`config.mk`:
```
export PLATFORM = sky130hd
export DESIGN_NAME = jtpang_dmaarb
export DESIGN_NICKNAME = d
export VERILOG_FILES = /design/src/rtl/jtpang_dmaarb_pkg.sv /design/src/rtl/jtpang_dmaarb_wdog.sv /design/src/rtl/jtpang_dmaarb.sv
export SDC_FILE = /design/constraint.sdc
export NUM_CORES = 1
export LEC_CHECK = 0
export ABC_AREA = 0
export CORE_MARGIN = 5
export CORE_UTILIZATION = 40
export CTS_BUF_LIST = sky130_fd_sc_hd__clkbuf_4
export DETAILED_ROUTE_END_ITERATION = 10
export PLACE_DENSITY = 0.72
export SETUP_SLACK_MARGIN = 0.05
export SLEW_MARGIN = 20
export SYNTH_ARGS = -nofsm -noshare
export SYNTH_HDL_FRONTEND = slang
export SYNTH_SLANG_ARGS = --single-unit
```
`constraint.sdc`:
```
create_clock -name clk -period 1.7 [get_ports clk]
set_input_delay 0.425 -clock clk [delete_from_list [all_inputs] [get_ports clk]]
set_output_delay 0.425 -clock clk [all_outputs]
set_load 0.05 [all_outputs]
```
`src/rtl/jtpang_dmaarb_pkg.sv`:
```
// Shared types for the object-DMA bus arbiter: FSM state encoding and default watchdog limit.
// No logic; imported by the arbiter top and its watchdog.
`timescale 1ns/1ps
package jtpang_dmaarb_pkg;

    typedef enum logic [2:0] {
        ST_IDLE  = 3'd0,
        ST_GO    = 3'd1,
        ST_REQ   = 3'd2,
        ST_GRANT = 3'd3,
        ST_REL   = 3'd4
    } dma_st_e;

    localparam logic [7:0] TOUT_DEF = 8'd255;

endpackage

```
`src/rtl/jtpang_dmaarb_wdog.sv`:
```
// Watchdog for the DMA arbiter: counts cen ticks while waiting in GO/REQ, restarting on each state entry.
// o_expire is combinational from registered state; o_err is a sticky registered flag cleared only by reset.
`timescale 1ns/1ps
module jtpang_dmaarb_wdog
    import jtpang_dmaarb_pkg::*;
#(
    parameter logic [7:0] TOUT = TOUT_DEF
) (
    input  logic    clk,
    input  logic    rst_n,
    input  logic    cen,
    input  dma_st_e i_state,
    output logic    o_expire,
    output logic    o_err
);

    dma_st_e    r_prev;
    logic [7:0] r_cnt;
    logic       r_err;
    logic       w_run;
    logic       w_entry;

    assign w_run    = (i_state == ST_GO) || (i_state == ST_REQ);
    assign w_entry  = (i_state != r_prev);
    assign o_expire = w_run && !w_entry && (r_cnt == TOUT);
    assign o_err    = r_err;

    always_ff @(posedge clk or negedge rst_n) begin
        if (!rst_n) begin
            r_prev <= ST_IDLE;
            r_cnt  <= 8'd0;
            r_err  <= 1'b0;
        end else begin
            r_prev <= i_state;
            // A tick landing in the entry cycle already counts toward the limit.
            if (!w_run)
                r_cnt <= 8'd0;
            else if (w_entry)
                r_cnt <= {7'd0, cen};
            else if (cen && (r_cnt != TOUT))
                r_cnt <= r_cnt + 8'd1;
            if (o_expire)
                r_err <= 1'b1;
        end
    end

endmodule

```
`src/rtl/jtpang_dmaarb.sv`:
```
// Z80 / object-DMA bus arbiter; all outputs registered, one clk from trigger edge to dma_go.
// Optional watchdog under JTPANG_DMA_TIMEOUT_EN aborts a stuck GO/REQ and raises tout_err.
`timescale 1ns/1ps
module jtpang_dmaarb
    import jtpang_dmaarb_pkg::*;
#(
    parameter logic [7:0] TOUT = TOUT_DEF
) (
    input  logic       clk,
    input  logic       rst_n,
    input  logic       cen,
    input  logic       dma_cs,
    input  logic       wr_n,
    input  logic       busrq,
    output logic       busak_n,
    output logic       dma_go,
    output logic       cpu_busrq_n,
    input  logic       cpu_busak_n,
    output logic       dma_busy,
    output logic [7:0] dma_cnt,
    output logic       tout_err
);

    dma_st_e    r_state;
    logic       r_wr_q;
    logic       r_trig;
    logic       r_busak_n;
    logic       r_dma_go;
    logic       r_cpu_busrq_n;
    logic       r_busy;
    logic [7:0] r_cnt;
    logic       w_wr;
    logic       w_tout;

    assign w_wr        = dma_cs & ~wr_n;
    assign busak_n     = r_busak_n;
    assign dma_go      = r_dma_go;
    assign cpu_busrq_n = r_cpu_busrq_n;
    assign dma_busy    = r_busy;
    assign dma_cnt     = r_cnt;

`ifdef JTPANG_DMA_TIMEOUT_EN
    logic w_err;

    jtpang_dmaarb_wdog #(.TOUT(TOUT)) u_wdog (
        .clk      (clk),
        .rst_n    (rst_n),
        .cen      (cen),
        .i_state  (r_state),
        .o_expire (w_tout),
        .o_err    (w_err)
    );

    assign tout_err = w_err;
`else
    logic [8:0] w_unused;

    assign w_unused = {cen, TOUT};
    assign w_tout   = 1'b0;
    assign tout_err = 1'b0;
`endif

    always_ff @(posedge clk or negedge rst_n) begin
        if (!rst_n) begin
            r_state       <= ST_IDLE;
            r_wr_q        <= 1'b0;
            r_trig        <= 1'b0;
            r_busak_n     <= 1'b1;
            r_dma_go      <= 1'b0;
            r_cpu_busrq_n <= 1'b1;
            r_busy        <= 1'b0;
            r_cnt         <= 8'd0;
        end else begin
            r_wr_q <= w_wr;
            r_trig <= w_wr & ~r_wr_q;
            // r_trig is only looked at in IDLE, so writes during a transfer are dropped.
            case (r_state)
                ST_IDLE: begin
                    if (busrq) begin
                        r_state       <= ST_REQ;
                        r_cpu_busrq_n <= 1'b0;
                        r_busy        <= 1'b1;
                    end else if (r_trig) begin
                        r_state  <= ST_GO;
                        r_dma_go <= 1'b1;
                        r_busy   <= 1'b1;
                    end
                end
                ST_GO: begin
                    if (busrq) begin
                        r_state       <= ST_REQ;
                        r_dma_go      <= 1'b0;
                        r_cpu_busrq_n <= 1'b0;
                    end else if (w_tout) begin
                        r_state  <= ST_IDLE;
                        r_dma_go <= 1'b0;
                        r_busy   <= 1'b0;
                    end
                end
                ST_REQ: begin
                    if (!cpu_busak_n) begin
                        r_state   <= ST_GRANT;
                        r_busak_n <= 1'b0;
                    end else if (w_tout) begin
                        r_state       <= ST_IDLE;
                        r_cpu_busrq_n <= 1'b1;
                        r_busy        <= 1'b0;
                    end
                end
                ST_GRANT: begin
                    // Also let go if the Z80 withdraws its acknowledge, keeping the bus exclusive.
                    if (!busrq || cpu_busak_n) begin
                        r_state       <= ST_REL;
                        r_busak_n     <= 1'b1;
                        r_cpu_busrq_n <= 1'b1;
                    end
                end
                ST_REL: begin
                    if (cpu_busak_n) begin
                        r_state <= ST_IDLE;
                        r_busy  <= 1'b0;
                        r_cnt   <= r_cnt + 8'd1;
                    end
                end
                default: begin
                    r_state       <= ST_IDLE;
                    r_busak_n     <= 1'b1;
                    r_dma_go      <= 1'b0;
                    r_cpu_busrq_n <= 1'b1;
                    r_busy        <= 1'b0;
                end
            endcase
        end
    end

endmodule

```
==> impl_metrics.json <==
{
  "status": "finished clean",
  "worstSetupPathType": "input pin to register",
  "max_freq_mhz": 648,
  "p_int_uw": 1060,
  "drtIter0Drc": 6,
  "cp.required_ps": 1940,
  "port-buffer-count": 17,
  "start_kind": "input pin",
  "overflow": 0,
  "critPathSlowestCell": "clkdlybuf4s50_1",
  "drive_gt1_share_pct": 28.6,
  "layout_common_cells": "15 x dfrtp_1, 11 x nand2_1, 10 x buf_12",
  "critPathTopFamily": "buffers and inverters",
  "rrSetupSlack_ps": 350,
  "ys.warnings.count": 0,
  "antenna_found_initial": 0,
  "yosysUniqueCellTypes": 31,
  "final_common_cell": "dfrtp_1",
  "finalCriticalPeriod_ps": 1540,
  "die_y_um": 55.5,
  "worst-path-buf-inv": 1,
  "cts_setup_buffers": 0,
  "slew_violations": 0,
  "dp_slack_ps": -84.1,
  "yosys.area.top_type": "dfrtp_1",
  "clkTransAtPathRegs_ps": 90,
  "grt_max_degree": 18,
  "grt_pass1_wl_um": 2790,
  "holdBufCountCts": 0,
  "clkLatencyLatePin_ps": 290,
  "max_stage_delay_ps": 610,
  "cts-buffers-inserted": 3,
  "layout_setup_ws_ps": 156,
  "ys_seq_elements": 17,
  "tns_ps": 0,
  "start_util_pct": 42.3,
  "ys_seq_area_share_pct": 51.6,
  "postCtsResizedCells": 0,
  "clockRootBuffer": "clkbuf_4",
  "worstSetupEndpoint": "busak_n$_DFFE_PN1P_",
  "rr_worst_depth": 3,
  "die-area_um2": 3080,
  "drc": 0,
  "hold_class": "register to register",
  "diodes": 0,
  "synthCells": 76,
  "startpoint": "cpu_busak_n",
  "p_clk_share_pct": 12.7,
  "synth.avg_cell_area_um2": 10.9,
  "power_uw": 1810,
  "switching_power_uw": 758,
  "ir_drop_mv": 0.804,
  "gp_congestion": 0.778,
  "switching_share_pct": 41.8,
  "coreArea_um2": 1960,
  "vias": 606,
  "cp_cell_sequence": "clkdlybuf4s50_1 -> and2b_2 -> o21ai_0 -> o32a_2",
  "grt_usage_pct": 11.5,
  "period_share_pct": 90.8,
  "wire_per_inst_um": 12.3,
  "num_io_pins": 20,
  "rsz0062_at_grt": "no",
  "cp-end-kind": "register",
  "cts.sinks": 17,
  "htree_levels": 1,
  "die_w_um": 55.5,
  "fin_skew_ps": 2.26,
  "reg2reg_to": "dma_cnt[3]$_DFFE_PN0P_",
  "crit_fanout": 5,
  "path_depth": 4,
  "cts_tree": "yes",
  "setup_viol": 0,
  "p_seq_share_pct": 40.0,
  "drv_cap": 0,
  "grt_pass1_vias": 617,
  "nets": 107,
  "rows": 16,
  "critPathArrivalTime_ps": 1780,
  "powerDensity_nw_per_um2": 1550,
  "utilization_pct": 59.6,
  "synth_area_leaders": "dfrtp_1 45%, dfstp_2 6.3%, nand2_1 5.0%",
  "firstDrtPassIters": 4,
  "avgViaCountPerCell": 4.85,
  "syn_to_final_growth_pct": 40.9,
  "worstReg2RegStart": "r_state[2]$_DFFE_PN0P_",
  "worst_hold_slack_ps": 406,
  "cts_buffer_depth": 2,
  "ant_nets": 0,
  "dp_hpwl_um": 1140,
  "p_leak_uw": 0.000527,
  "synth_top_area_share_pct": 45.2,
  "syn-num-nets": 84,
  "wirelength_um": 1530,
  "hold_viol_final": 0,
  "mappedNetlistArea_um2": 830,
  "pwr-share-comb_pct": 47.3
}
-- worst reg2reg max path, delay by kind of cell (launching register included) --
family           cells  cell delay (ps)
XOR/XNOR             1              150
flip-flops           1              610
AND/OR/NAND/NOR      2              490
-- metrics by stage --
step | cell area [µm²] | instances
floorplan | 830 | 76
global placement | 1140 | 121
detailed placement | 1140 | 121
CTS | 1170 | 125
global route | 1170 | 125
finish | 1170 | 125
-- synthesized netlist by cell type --
cell	number
nor3_1	2
nor2_1	5
o22a_1	1
o21ai_0	3
and2b_2	1
nand3_1	1
nand4bb_4	1
nand3b_1	2
ha_1	1
inv_1	1
buf_6	1
buf_4	1
a21oi_1	2
nand4_1	2
clkbuf_1	1
nand2_1	11
dfrtp_1	15
and4bb_2	1
buf_2	1
nor4_4	1
xor2_1	3
dfstp_2	2
nand2b_1	3
o32a_2	1
nor3b_1	1
o2bb2ai_1	2
or3_1	1
xnor2_1	4
o22ai_1	1
nor2b_1	3
conb_1	1
-- power by group through the flow --
stage | Combinational (µW) | Sequential (µW) | Clock [µW]
floorplan | 359 | 883 | 0
global placement | 845 | 726 | 0
detailed placement | 857 | 732 | 0
CTS | 865 | 727 | 243
global route | 911 | 750 | 256
finish | 857 | 726 | 230
-- how the worst min path moves through the flow --
| stage | start | end | slack [ps] | cells past startpoint |
|---|---|---|---|---|
| 6_report | r_wr_q$_DFF_PN0_ | r_trig$_DFF_PN0_ | 410 | 1 |
| 5_1_grt | r_wr_q$_DFF_PN0_ | r_trig$_DFF_PN0_ | 430 | 1 |
| 4_1_cts | r_wr_q$_DFF_PN0_ | r_trig$_DFF_PN0_ | 410 | 1 |
| 3_5_place_dp | r_wr_q$_DFF_PN0_ | r_trig$_DFF_PN0_ | 390 | 1 |
| 3_3_place_gp | r_wr_q$_DFF_PN0_ | r_trig$_DFF_PN0_ | 390 | 1 |
| 2_1_floorplan | rst_n | dma_busy$_DFFE_PN0P_ | 130 | 0 |
-- final cells by class --
| class | count | area (µm²) |
|---|---|---|
| inverter | 1 | 3.75 |
| tap | 27 | 33.8 |
| clock buffer | 4 | 30.0 |
| sequential | 17 | 428 |
| multi-input combinational | 54 | 370 |
| timing repair buffer | 22 | 303 |
| fill | 185 | 793 |
-- per-layer routing --
layer  vias to the layer above  global-route usage, %  wire (µm)
met5                         -                      0          0
met4                         0                   8.33         27
met3                         2                   1.63         39
met2                         9                   18.4        803
met1                       292                   14.0        661
li1                        303                      -          -
-- cell families after synthesis --
logic type / after synthesis / synth area share [%]
buf+inv: 5 / 3.77
simple gates: 35 / 27.0
xor+xnor: 7 / 7.39
flops: 17 / 51.6
fa+ha+maj: 1 / 1.51
compound gates: 10 / 8.30
other cells: 1 / 0.452
-- sequential cells by signal, summed over array words and instances, names as in the netlist --
register / cells
busak_n: 1
cpu_busrq_n: 1
r_state: 3
dma_busy: 1
dma_cnt: 8
r_wr_q: 1
r_trig: 1
dma_go: 1
No activity file was read; power rests on OpenSTA's default activity.
==> RTL edit 1: new RTL, config.mk and constraints unchanged <==
Build with the macro `JTPANG_DMA_TIMEOUT_EN` defined.
--- a/src/rtl/jtpang_dmaarb.sv
+++ b/src/rtl/jtpang_dmaarb.sv
@@ -1,6 +1,8 @@
 // Z80 / object-DMA bus arbiter; all outputs registered, one clk from trigger edge to dma_go.
 // Optional watchdog under JTPANG_DMA_TIMEOUT_EN aborts a stuck GO/REQ and raises tout_err.
 `timescale 1ns/1ps
+`define JTPANG_DMA_TIMEOUT_EN
+
 module jtpang_dmaarb
     import jtpang_dmaarb_pkg::*;
 #(
Check against the original RTL: same outputs for any inputs over 10 cycles, from zero or initial values and one cycle with rst_n low; that may be too few to reach the edited logic, so the function may still have changed.
==> RTL edit 1 against the original RTL <==
- sequential cell count increased by 12
- synthesized area increased by 75%
- setup slack got worse by 0.11 ns
- synthesized cell count increased by 96%
- sequential power increased by 43%
- cell area increased by 75%
- hold slack improved by 0.0053 ns
- combinational power increased by 73%
- maximum frequency decreased by 6.8%
- power increased by 62%
- first-iteration DRC count increased to 8.2 times the old value
- core utilization increased by 0.29 points
- routed wire length increased by 120%
- sequential share of layout area decreased by 1.0 points
==> RTL edit 1: results <==
export IMPL_slew_headroom=0.753
export IMPL_syn_num_nets=158
export IMPL_status="finished, final reports clean"
export IMPL_yosysSeqAreaShare=0.502
export IMPL_via_per_inst=5.20
export IMPL_min_delay_start="r_wr_q"
export IMPL_cp_startpoint="r_state[1]"
export IMPL_holdPathStages=1
export IMPL_first_pass_iters=4
export IMPL_drt_iter0_drc=49
export IMPL_postRouteWirelength_um=3350
export IMPL_dpl_hpwl_um=2320
export IMPL_r2r_cells=5
export IMPL_antenna_found_initial=0
export IMPL_layout_setup_ws_ns=0.0430
export IMPL_ys_types=41
export IMPL_slowest_stage="or4_1"
export IMPL_htreeDepth=2
export IMPL_fin_cells=235
export IMPL_power_leakage_nw=0.921
export IMPL_whs_ns=0.411
export IMPL_vdd_ir_drop_max_mv=1.01
export IMPL_fillers=285
export IMPL_root_buffer="clkbuf_4"
export IMPL_synthTopCellsByArea="dfrtp_1 47%, xnor2_1 4.2%, dfstp_2 3.6%"
export IMPL_netlist_instances=149
export IMPL_final_net_count=197
export IMPL_cts_buffers=5
export IMPL_critical_path_top_delay_family="simple AND/OR/NAND/NOR gates"
export IMPL_synthArstFlopShare=1.00
export IMPL_hp_class="reg -> reg"
export IMPL_max_stage_delay_ns=0.54
export IMPL_fin_skew_ns=0.00587
export IMPL_synth_common_cells="27 x dfrtp_1, 14 x nand2_1, 14 x nor2_1"
export IMPL_grt_pass1_wl_um=5780
export IMPL_gp_congestion=0.850
export IMPL_io_buffers=19
export IMPL_grt_usage=0.150
export IMPL_clkLatencyLatePin_ns=0.33
export IMPL_pre_cts_slack_ns=-0.355
export IMPL_first_global_vias=1278
export IMPL_worstReg2RegEnd="dma_busy"
export IMPL_place_inst=221
export IMPL_swShare=0.409
export IMPL_yosysWarnings=0
export IMPL_insertedDiodeCount=0
export IMPL_drive_gt1_frac=0.296
export IMPL_arrival_ns=1.88
export IMPL_grt_start_max_net_pins=30
## RTL edit 1: cell types whose count changed after synthesis, moves of 4 or more
cell / unedited run / this run
clkbuf_1: 1 / 5
a21oi_1: 2 / 10
dfrtp_1: 15 / 27
nand3_1: 1 / 9
nor2_1: 5 / 14
## RTL edit 1: metal layers
layer	track usage	vias to the layer above	wire length [um]
met1	0.174	579	1420
met4	0.0787	0	34
li1	-	603	-
met5	0	-	0
met3	0.0617	4	176
met2	0.235	37	1720
## RTL edit 1: power groups by stage
stage                     Clock [mW]  Sequential [mW]  Combinational [mW]
after detailed placement           0             1.05                1.39
after global routing           0.464             1.07                1.60
after global placement             0             1.04                1.35
final                          0.418             1.04                1.48
after floorplan                    0             1.23               0.605
after CTS                      0.434             1.04                1.45
## RTL edit 1: what timing repair did
action | 4_1_cts | 5_1_grt
gates resized for setup | 2 | 9
hold buffers | 0 | 0
hold endpoints to repair | 0 | 0
endpoints found under the setup margin | 4 | 7
pin swaps | 2 | 9
setup buffers | 2 | 4
## RTL edit 1: cells by family (layout without fill, tap and decap cells)
kind of cell	after synthesis	after routing	synth area share
xor gates and xnor gates	13	13	0.0785
muxes	2	2	0.0147
DFF	29	29	0.502
adders and majority gates	2	2	0.0173
and+or+nand+nor	62	62	0.229
AOI/OAI and AO/OA	30	30	0.130
buffers and inverters	11	51	0.0285
## RTL edit 1: how the worst max path moves through the flow
| stage | cells past startpoint | to |
|---|---|---|
| after floorplan | 5 | r_state[0] |
| after global placement | 6 | dma_busy |
| after detailed placement | 6 | dma_busy |
| after CTS | 5 | dma_busy |
| after global routing | 5 | dma_busy |
| final | 5 | dma_busy |
## RTL edit 1: area by class of cell
class | instances | area [sq um] | share of cell area
Inverter | 4 | 15.0 | 0.00734
Multi-Input combinational cell | 109 | 728 | 0.356
Timing Repair Buffer | 39 | 460 | 0.225
Tap cell | 46 | 57.6 | 0.0282
Sequential cell | 29 | 728 | 0.356
Clock buffer | 6 | 45.0 | 0.0220
Clock inverter | 2 | 10.0 | 0.00490
## RTL edit 1: worst reg2reg max path, stage by stage (launching register included)
cell	delay (ns)
dfrtp_1	0.43
or4_1	0.54
o211a_1	0.18
o22ai_2	0.14
mux2i_1	0.20
nand2_1	0.07
## RTL edit 1: per-stage QoR
| step | area, sq um | setup TNS (ns) |
|---|---|---|
| 6_report | 2040 | 0 |
| 5_1_grt | 2040 | 0 |
| 4_1_cts | 1980 | 0 |
| 3_5_place_dp | 1890 | -0.708 |
| 3_3_place_gp | 1890 | -0.487 |
| 2_1_floorplan | 1450 | 0 |
==> RTL edit 2: new RTL, same settings <==
Made on the original files. Re-encode `dma_st_e` (5 values) as one-hot, 5 bits wide.
--- a/src/rtl/jtpang_dmaarb_pkg.sv
+++ b/src/rtl/jtpang_dmaarb_pkg.sv
@@ -3,12 +3,12 @@
 `timescale 1ns/1ps
 package jtpang_dmaarb_pkg;
 
-    typedef enum logic [2:0] {
-        ST_IDLE  = 3'd0,
-        ST_GO    = 3'd1,
-        ST_REQ   = 3'd2,
-        ST_GRANT = 3'd3,
-        ST_REL   = 3'd4
+    typedef enum logic [4:0] {
+        ST_IDLE  = 5'b00001,
+        ST_GO    = 5'b00010,
+        ST_REQ   = 5'b00100,
+        ST_GRANT = 5'b01000,
+        ST_REL   = 5'b10000
     } dma_st_e;
 
     localparam logic [7:0] TOUT_DEF = 8'd255;
Function: same outputs for any inputs over 10 cycles, from zero or initial values and one cycle with rst_n low; not proved beyond that.
==> RTL edit 2 against the original RTL <==
- setup slack worse by 0.056 ns
- clock skew increased by 0.0025 ns
- sequential cell count rose by 2
- first-iteration DRC count grew to 2.7 times the old value
- global-route usage is 3.6 points higher
- maximum frequency down 3.5%
- cell area rose by 24%
- sequential power is 11% lower
- synthesized area increased by 25%
- power is 4.7% lower
- routed wire length rose by 55%
- synthesized cell count increased by 37%
- non-clock buffer count rose by 9
==> RTL edit 2: results <==
export IMPL_ys_types=43
export IMPL_fillers=220
export IMPL_dr_wl_met2_um=1200
export IMPL_htreeDepth=1
export IMPL_yosysSeqAreaShare=0.461
export IMPL_drt_iter0_drc=16
export IMPL_status="finished, final reports clean"
export IMPL_p_seq_frac=0.374
export IMPL_synth_area_per_cell_sq_um=9.99
export IMPL_synthTopCellsByArea="dfrtp_1 39%, dfstp_2 7.6%, xnor2_1 5.1%"
export IMPL_final_net_count=140
export IMPL_use_met1=0.180
export IMPL_fin_skew_ns=0.00477
export IMPL_slowest_stage="or4b_4"
export IMPL_drive_gt1_frac=0.305
export IMPL_wl_met1_um=1060
export IMPL_grt_start_max_net_pins=20
export IMPL_path_max_fanout=12
export IMPL_grt_pass1_wl_um=4230
export IMPL_postRouteWirelength_um=2380
export IMPL_num_vias=897
export IMPL_synth_common_cells="16 x dfrtp_1, 7 x nor2b_1, 6 x nor2_1, 6 x o21ai_0, 6 x xnor2_1"
export IMPL_power_leakage_nw=0.648
export IMPL_power_density_mw_per_mm2=1200
export IMPL_fin_cells=161
export IMPL_pre_cts_slack_ns=-0.259
export IMPL_dpl_instance_area_sq_mm=0.00139
export IMPL_arrival_ns=1.83
export IMPL_vdd_ir_drop_max_mv=0.759
export IMPL_swShare=0.386
export IMPL_comb_power_share=0.493
export IMPL_met3_length_um=111
export IMPL_syn_num_nets=112
export IMPL_dpl_hpwl_um=1780
export IMPL_grt_met2_usage=0.269
export IMPL_grt_usage=0.151
RTL edit 2: changes by cell type in the layout (fill, tap and decap cells not counted), sizes merged, moves of 2 or more:
cell / change
nand2b: -3
xnor2: +2
o311ai: +2
nor3b: +2
nand3: +4
o21ai: +3
mux2: +2
buf: +9
nor2b: +4
nand2: -7
o2bb2ai: -2
o21a: +2
and3: +3
clkdlybuf4s50: -2
RTL edit 2: final timing paths:
check	endpoint	cells past startpoint	slack, ns	from
worst max-delay path	dma_busy	4	0.1	r_state[1]
worst max register to register	dma_busy	4	0.1	r_state[1]
max in group asynchronous	r_state[0]	2	0.93	rst_n
worst min-delay path	r_trig	1	0.40	r_wr_q
min in group asynchronous	dma_cnt[1]	2	0.50	rst_n
worst min register to register	r_trig	1	0.40	r_wr_q
RTL edit 2: kinds of logic after synthesis:
group,Yosys count,share of synthesized area
mux,3,0.0313
compound gates,20,0.129
xor+xnor,8,0.0675
other cells,1,0.00361
fa+ha+maj,1,0.0120
simple gates,42,0.247
buf+inv,10,0.0482
flops,19,0.461
RTL edit 2: timing repair:
item | in CTS | in global routing
endpoints found under the setup margin | 2 | 8
hold endpoints to repair | 0 | 0
gates resized for setup | 2 | 4
setup buffers | 0 | 2
gates cloned | 0 | 0
RTL edit 2: critical path, delay by kind of cell, from the launching register on:
kind / cells / cell delay (ns)
simple gates: 3 / 0.93
compound gates: 1 / 0.12
flops: 1 / 0.49
RTL edit 2: area by class of cell:
| class | count | area, sq um | share of cell area |
|---|---|---|---|
| Clock buffer | 4 | 30.0 | 0.0208 |
| Multi-Input combinational cell | 75 | 517 | 0.358 |
| Tap cell | 30 | 37.5 | 0.0260 |
| Timing Repair Buffer | 31 | 372 | 0.257 |
| Inverter | 2 | 7.51 | 0.00520 |
| Sequential cell | 19 | 480 | 0.333 |
